**src/rtl/arb_mux_reg.sv**
```systemverilog
// arb_mux_reg: registered N:1 arbitrated mux with valid/ready handshake; define ARB_MUX_ROUND_ROBIN_EN for round-robin, else fixed priority
module arb_mux_reg #(
  parameter int NUM_CH = 32,
  parameter int DATA_W = 20
) (
  input  logic                       clk,
  input  logic                       rst,
  input  logic [NUM_CH-1:0]          in_valid,
  input  logic [NUM_CH*DATA_W-1:0]   in_data,
  output logic [NUM_CH-1:0]          in_ready,
  output logic                       out_valid,
  output logic [DATA_W-1:0]          out_data,
  output logic [$clog2(NUM_CH)-1:0]  out_sel,
  input  logic                       out_ready
);
  localparam int SEL_W = $clog2(NUM_CH);
  logic              w_accept;
  logic              w_found;
  logic              w_go;
  logic [SEL_W-1:0]  w_start;
  logic [SEL_W-1:0]  w_win;
  logic [SEL_W:0]    w_idx;
  logic [DATA_W-1:0] w_data;
  logic              r_valid;
  logic [DATA_W-1:0] r_data;
  logic [SEL_W-1:0]  r_sel;
  assign w_accept = !r_valid || out_ready;
  assign w_go     = !rst && w_accept && w_found;
  assign in_ready = w_go ? {{(NUM_CH-1){1'b0}}, 1'b1} << w_win : '0;
  assign out_valid = r_valid;
  assign out_data  = r_data;
  assign out_sel   = r_sel;
`ifdef ARB_MUX_ROUND_ROBIN_EN
  logic [SEL_W-1:0] r_ptr;
  assign w_start = r_ptr;
  always_ff @(posedge clk)
    if (rst) r_ptr <= '0;
    else if (w_go) r_ptr <= (w_win == SEL_W'(NUM_CH-1)) ? '0 : w_win + 1'b1;
`else
  assign w_start = '0;
`endif
  always_comb begin
    w_found = 1'b0;
    w_win   = '0;
    w_data  = '0;
    w_idx   = '0;
    for (int k = 0; k < NUM_CH; k++) begin
      w_idx = {1'b0, w_start} + (SEL_W+1)'(k);
      w_idx = (w_idx >= (SEL_W+1)'(NUM_CH)) ? w_idx - (SEL_W+1)'(NUM_CH) : w_idx;
      if (!w_found && in_valid[w_idx[SEL_W-1:0]]) begin
        w_found = 1'b1;
        w_win   = w_idx[SEL_W-1:0];
        w_data  = in_data[int'(w_idx[SEL_W-1:0])*DATA_W +: DATA_W];
      end
    end
  end
  always_ff @(posedge clk)
    if (rst) begin
      r_valid <= 1'b0;
      r_data  <= '0;
      r_sel   <= '0;
    end else if (w_accept) begin
      r_valid <= w_found;
      if (w_found) begin
        r_data <= w_data;
        r_sel  <= w_win;
      end
    end
endmodule

```
**config.mk**
```make
export PLATFORM = sky130hd
export DESIGN_NAME = arb_mux_reg
export DESIGN_NICKNAME = d
export VERILOG_FILES = /design/src/rtl/arb_mux_reg.sv
export SDC_FILE = /design/constraint.sdc
export NUM_CORES = 1
export LEC_CHECK = 0
export BUFFER_PORTS_ARGS = -buffer_cell sky130_fd_sc_hd__buf_2
export CORE_AREA = 4 4 286 288
export CTS_BUF_LIST = sky130_fd_sc_hd__clkbuf_2 sky130_fd_sc_hd__clkbuf_4 sky130_fd_sc_hd__clkbuf_8
export DETAILED_ROUTE_END_ITERATION = 10
export DIE_AREA = 0 0 290 292
export GPL_TIMING_DRIVEN = 0
export SYNTH_ARGS = -nofsm -noshare
export SYNTH_HDL_FRONTEND = slang
export SYNTH_SLANG_ARGS = --single-unit
export TNS_END_PERCENT = 30
```
**constraint.sdc**
```tcl
create_clock -name clk -period 3.7 [get_ports clk]
set_clock_uncertainty 0.1 [all_clocks]
set_input_delay 0.37 -clock clk [delete_from_list [all_inputs] [get_ports clk]]
set_output_delay 0.37 -clock clk [all_outputs]
set_load 0.02 [all_outputs]
```
== After elaboration in Yosys (flattened, before gate mapping) ==
Cells that the tools add are included.
Storage, ports and cells
  register bits after elaboration: 26
  output and inout bits: 58
  logic and storage cells: 168
Cells by class
  shift operators: 1
  multiplexer cells: 96
  reduce and logical (&&, ||, !) cells: 68
Operators with widths (number)
  two-way mux 20 bit: 32
  two-way mux 5 bit: 16
  logical AND 1 bit: 33
  zero test 1 bit: 33
  two-way mux 1 bit: 33
  two-way mux 32 bit: 1
  two-way mux 4 bit: 8
  << shifter 1 x 5 -> 32 bit, first input constant: 1
  two-way mux 3 bit: 4
  two-way mux 2 bit: 2
  AND reduction 2 bit: 1
  logical OR 1 bit: 1

== Depth between registers and ports, before layout ==
  depth in word-level cells: 96
  depth in mapped cells: 13
  mapped depth without buffers: 8

== Least setup slack after synthesis ==
No wires, ideal clock.
  kind: input-to-output
  start point: input in_valid[17]
  end point: output in_ready[20]
  arrival time: 2.599 ns
  data required time: 3.230 ns
  slack: 0.631 ns
  stages: 10
  path buffers: 2
  cells stage by stage: buf_2 > nor4_4 > nand4_2 > or3_1 > clkbuf_1 > o2111ai_1 > and3_1 > and2b_1 > nand2_1 > nor2_1
Between the ends
  longest elaborated chain between the ends: 46
  elaborated cells between the ends (all ways): 62
RTL lines
  from (decl): line 8  | input logic [NUM_CH-1:0] in_valid,
  logical AND 1 bit (*): line 50  | if (!w_found && in_valid[w_idx[SEL_W-1:0]]) begin
  two-way mux 1 bit: line 50
  zero test 1 bit: line 50
  logical AND 1 bit: line 50
  two-way mux 1 bit: line 50
  zero test 1 bit: line 50
  logical AND 1 bit: line 50
  two-way mux 1 bit: line 50
  (+30 left out)
  zero test 1 bit: line 50
  logical AND 1 bit: line 50
  two-way mux 1 bit: line 50
  zero test 1 bit: line 50
  logical AND 1 bit: line 50
  two-way mux 5 bit or two-way mux 1 bit (tied branches): line 50
  << shifter 1 x 5 -> 32 bit or logical AND 1 bit (tied branches): line 29, 28
  two-way mux 32 bit (*): line 29  | assign in_ready = w_go ? {{(NUM_CH-1){1'b0}}, 1'b1} << w_win : '0;
  to (decl): line 10  | output logic [NUM_CH-1:0] in_ready,
Every way passes the cells marked *; elsewhere a longest branch is shown, timed or not.

== Final worst setup path ==
  start point: input in_valid[3]
  end point: register r_data[2] (netlist: out_data[2])
Between the ends
  longest elaborated chain between the ends: 87
  elaborated cells between the ends (all ways): 116
RTL lines
  logical AND 1 bit (*): line 50
  two-way mux 1 bit: line 50
  zero test 1 bit: line 50
  logical AND 1 bit: line 50
  two-way mux 1 bit: line 50
  zero test 1 bit: line 50
  logical AND 1 bit: line 50
  two-way mux 1 bit: line 50
  (+71 left out)
  two-way mux 1 bit: line 50
  zero test 1 bit: line 50
  logical AND 1 bit: line 50
  two-way mux 1 bit: line 50
  zero test 1 bit: line 50
  logical AND 1 bit: line 50
  two-way mux 1 bit: line 50
  AND reduction 2 bit (no line)
  to (signal assigned): line 65  | r_data <= w_data;
  to (decl): line 25  | logic [DATA_W-1:0] r_data;
Marks and branches as above.
A chain may end at the register's enable or synchronous reset.

==> results.tsv <==
metric	value	unit
Mapped Area	8540	um2
Final min period	3740	ps
commonest cells in the synthesized netlist	203 x nand2_1, 148 x nor2_1, 144 x a21oi_1	
row count	103	
top area cells in the synthesized netlist	nand2_1 8.9%, a21oi_1 8.4%, nor2_1 6.5%	
Min-Delay Path Class	in2reg	
largest family of logic cells by synthesized area	compound AO/OA/AOI/OAI gates	
CP Capture Type	flop	
buffer and inverter count on the worst path	4	
max cap viols	0	
area leader, netlist	nand2_1	
relative slew slack	8.91	%
Max Root-Sink Buffers	2	
sequential share of the synthesized area	6.09	%
Pwr Density	135	nW/um2
Highest Clock Rate	267	MHz
Core Box Area	78900	um2
die width	290	um
Placed Area	13500	um2
area taken by multi-input logic gates	7700	um2
Final Cycle Share	101	%
Final #Nets	2863	
drt first pass iters	5	
Post-Syn Instances	1444	
gr usage total	22.7	%
EDFF count, synth	0	
Synth cell types	81	
area added between synthesis and finish	65.3	%
io pins	733	
global-route wire length before repair	134	mm
post-synthesis mux area share	0.117	%
clock latency on the worst-skew pair	310	ps
failing checks	negative setup slack	
TritonCTS clock tree	built	
Setup TNS	-40.1	ps
Port Buf Inserts	720	
CP Class	in2reg	
Synth Area in Compound Gates	45.8	%
CP Max Fanout	10	
Ys Warns	0	
Flop pwr share	17.0	%
Non-Filler Cell Area, Final	14100	um2
largest net degree at the start of global routing	16	
Max Slew Vio Count	0	
Final Hold Fails	0	
Crit-path slowest cell	o32a_1	
final worst slack	-39.6	ps
Int Pwr	947	uW
switching share of power	50.3	%
syn_area_per_cell	5.92	um2
HPWL after DPL	90.8	mm
Slew @ Worst Pin	1370	ps
combinational power share	68.1	%
ANT nets after route	0	
average via count per standard cell	4.94	
post-synthesis xor/xnor area fraction	0	%
delay-heaviest family, CP	compound AO/OA/AOI/OAI gates	
Mapped Nets	2119	
fill count	9309	
NetSw	958	uW
prevailing post-synth register cell	dfxtp_1	
GPL Wtd Cong	0.942	
pre-CTS setup slack	-1650	ps
Critical Path AT	3900	ps
Reg area	520	um2
CP required	3860	ps
clock sinks	26	
post-synthesis adder-cell area fraction	0	%
hold_buf cts	0	
full die area	84700	um2
RSZ-0062 raised after global routing	yes	
clk slew on worst S/H paths	130	ps
Root Driver	clkbuf_8	
remaining global-route overflow	0	
Critical Path Max Stage Delay	520	ps
Post-Synth Simple-Gate Area	40.2	%
Startpoint Class	input port	
Core Util, Final	17.9	%
Die Ht	292	um
status	complete, but fails checks	
proportion of layout cells with a drive suffix above 1	40.1	%
WL/cell	31.7	um
total power	1.90	mW
cells along the critical path	buf_2 > nor4_4 > buf_4 > buf_4 > buf_2 > nand2_1 > o32a_1 > a21oi_1 > a21oi_1 > nor3_4 > o21ai_0 > a31oi_1	
clock group share of total power	14.9	%
Yosys top cell area share	8.92	%
Synth Register Bits	26	
CTS H-Tree Depth	1	
Vias	16000	
Initial Utilization	10.8	%
most common cell in the netlist	nand2_1	
DRC viols	0	
DRT Wirelength	103	mm
drt initial violations	1329	
Leak	5.87	nW
Async S/R FF share, synth	0	%
final setup vio count	2	
initial antenna violation count	49	
Max VDD drop	207	uV
vias in the first global route	15600	
TritonCTS Buffers	3	
sequential cells by signal (all words and copies together), names as in the netlist:
register and flops:
out_data 20, out_sel 5, out_valid 1
cell type report:
cell class / instances / share of cell area (%)
repair buffers: 741 / 26.8
clock inverters: 1 / 0.213
inverters: 18 / 0.479
diodes: 11 / 0.195
well taps: 1050 / 9.31
clock buffers: 3 / 0.292
multi-input cells: 1262 / 54.5
plain buffers: 136 / 4.49
flip-flops and latches: 26 / 3.69
worst reg2reg max path, stage by stage, from the launching register on:
cell	delay, ps
dfxtp_1	340
nor2b_1	190
a21oi_1	410
clkbuf_2	400
clkbuf_1	490
nor2_1	80
nor3_1	180
o21ai_0	200
a31oi_1	280
cells in the final DEF (no fill, tap or decap), types with 9 or more instances in the layout:
cell type,netlist,routed
o22ai_1,27,25
diode_2,0,11
inv_1,16,16
nand3b_1,9,9
nand2_1,203,200
dfxtp_1,26,26
nand4b_1,12,12
a32oi_1,9,9
o21ai_0,82,77
nand3_1,61,56
clkbuf_2,0,13
nor4_4,5,10
a221oi_1,27,26
a22o_1,13,13
nor4_1,23,19
nor3_1,67,64
a211o_1,11,11
o311ai_0,9,9
o21ai_1,18,17
buf_2,17,736
buf_4,5,22
o31ai_1,12,12
nor2b_1,52,52
nand4_1,18,18
o21a_1,10,10
nor2_1,148,142
a31oi_1,47,45
nand2b_1,22,21
o221ai_1,13,13
buf_1,13,11
a21oi_1,144,142
o211ai_1,11,11
a22oi_1,31,31
clkbuf_1,98,80
a211oi_1,39,36
timing repair:
item | CTS | global route
pin swaps | 5 | 7
gates resized for setup | 67 | 37
endpoints found under the setup margin | 54 | 46
cloned | 0 | 0
buffers inserted | 9 | 5
stage by stage:
stage | hold slack (ps) | cells
floorplan | 435 | 1444
global placement | 346 | 3214
detailed placement | 355 | 3221
CTS | 240 | 3234
global route | 264 | 3242
finish | 250 | 3248
power by group through the flow:
stage | Clock [mW] | Combinational [mW] | Sequential, mW
after floorplan | 0 | 0.438 | 0.350
after global placement | 0 | 1.25 | 0.328
after detailed placement | 0 | 1.25 | 0.328
after CTS | 0.289 | 1.28 | 0.322
after global routing | 0.292 | 1.38 | 0.325
final | 0.283 | 1.30 | 0.323
layer usage:
metal	global-route usage, %	vias up	part of all wire, %
li1	-	7060	-
met1	28.5	7621	41
met2	39.2	1131	47
met3	5.07	185	8.3
met4	5.84	34	3.1
met5	0	-	0.21
cell families (layout without fill, tap and decap cells):
logic type      count (synthesis)  after routing
other cells                     0             11
mux                             1              1
compound gates                582            582
simple gates                  679            679
buf+inv                       156            899
flops                          26             26
path summary, 6_finish.rpt:
check	start	to	slack (ps)	depth (start not counted)
max	in_valid[3]	out_data[2]$_SDFFE_PP0P_	-40	12
min	in_data[600]	out_data[0]$_SDFFE_PP0P_	250	5
max reg2reg	out_valid$_SDFFE_PP0N_	out_data[9]$_SDFFE_PP0P_	940	8
min reg2reg	out_sel[2]$_SDFFE_PP0P_	out_sel[2]$_SDFFE_PP0P_	380	2
(Power assumes the default switching activity.)
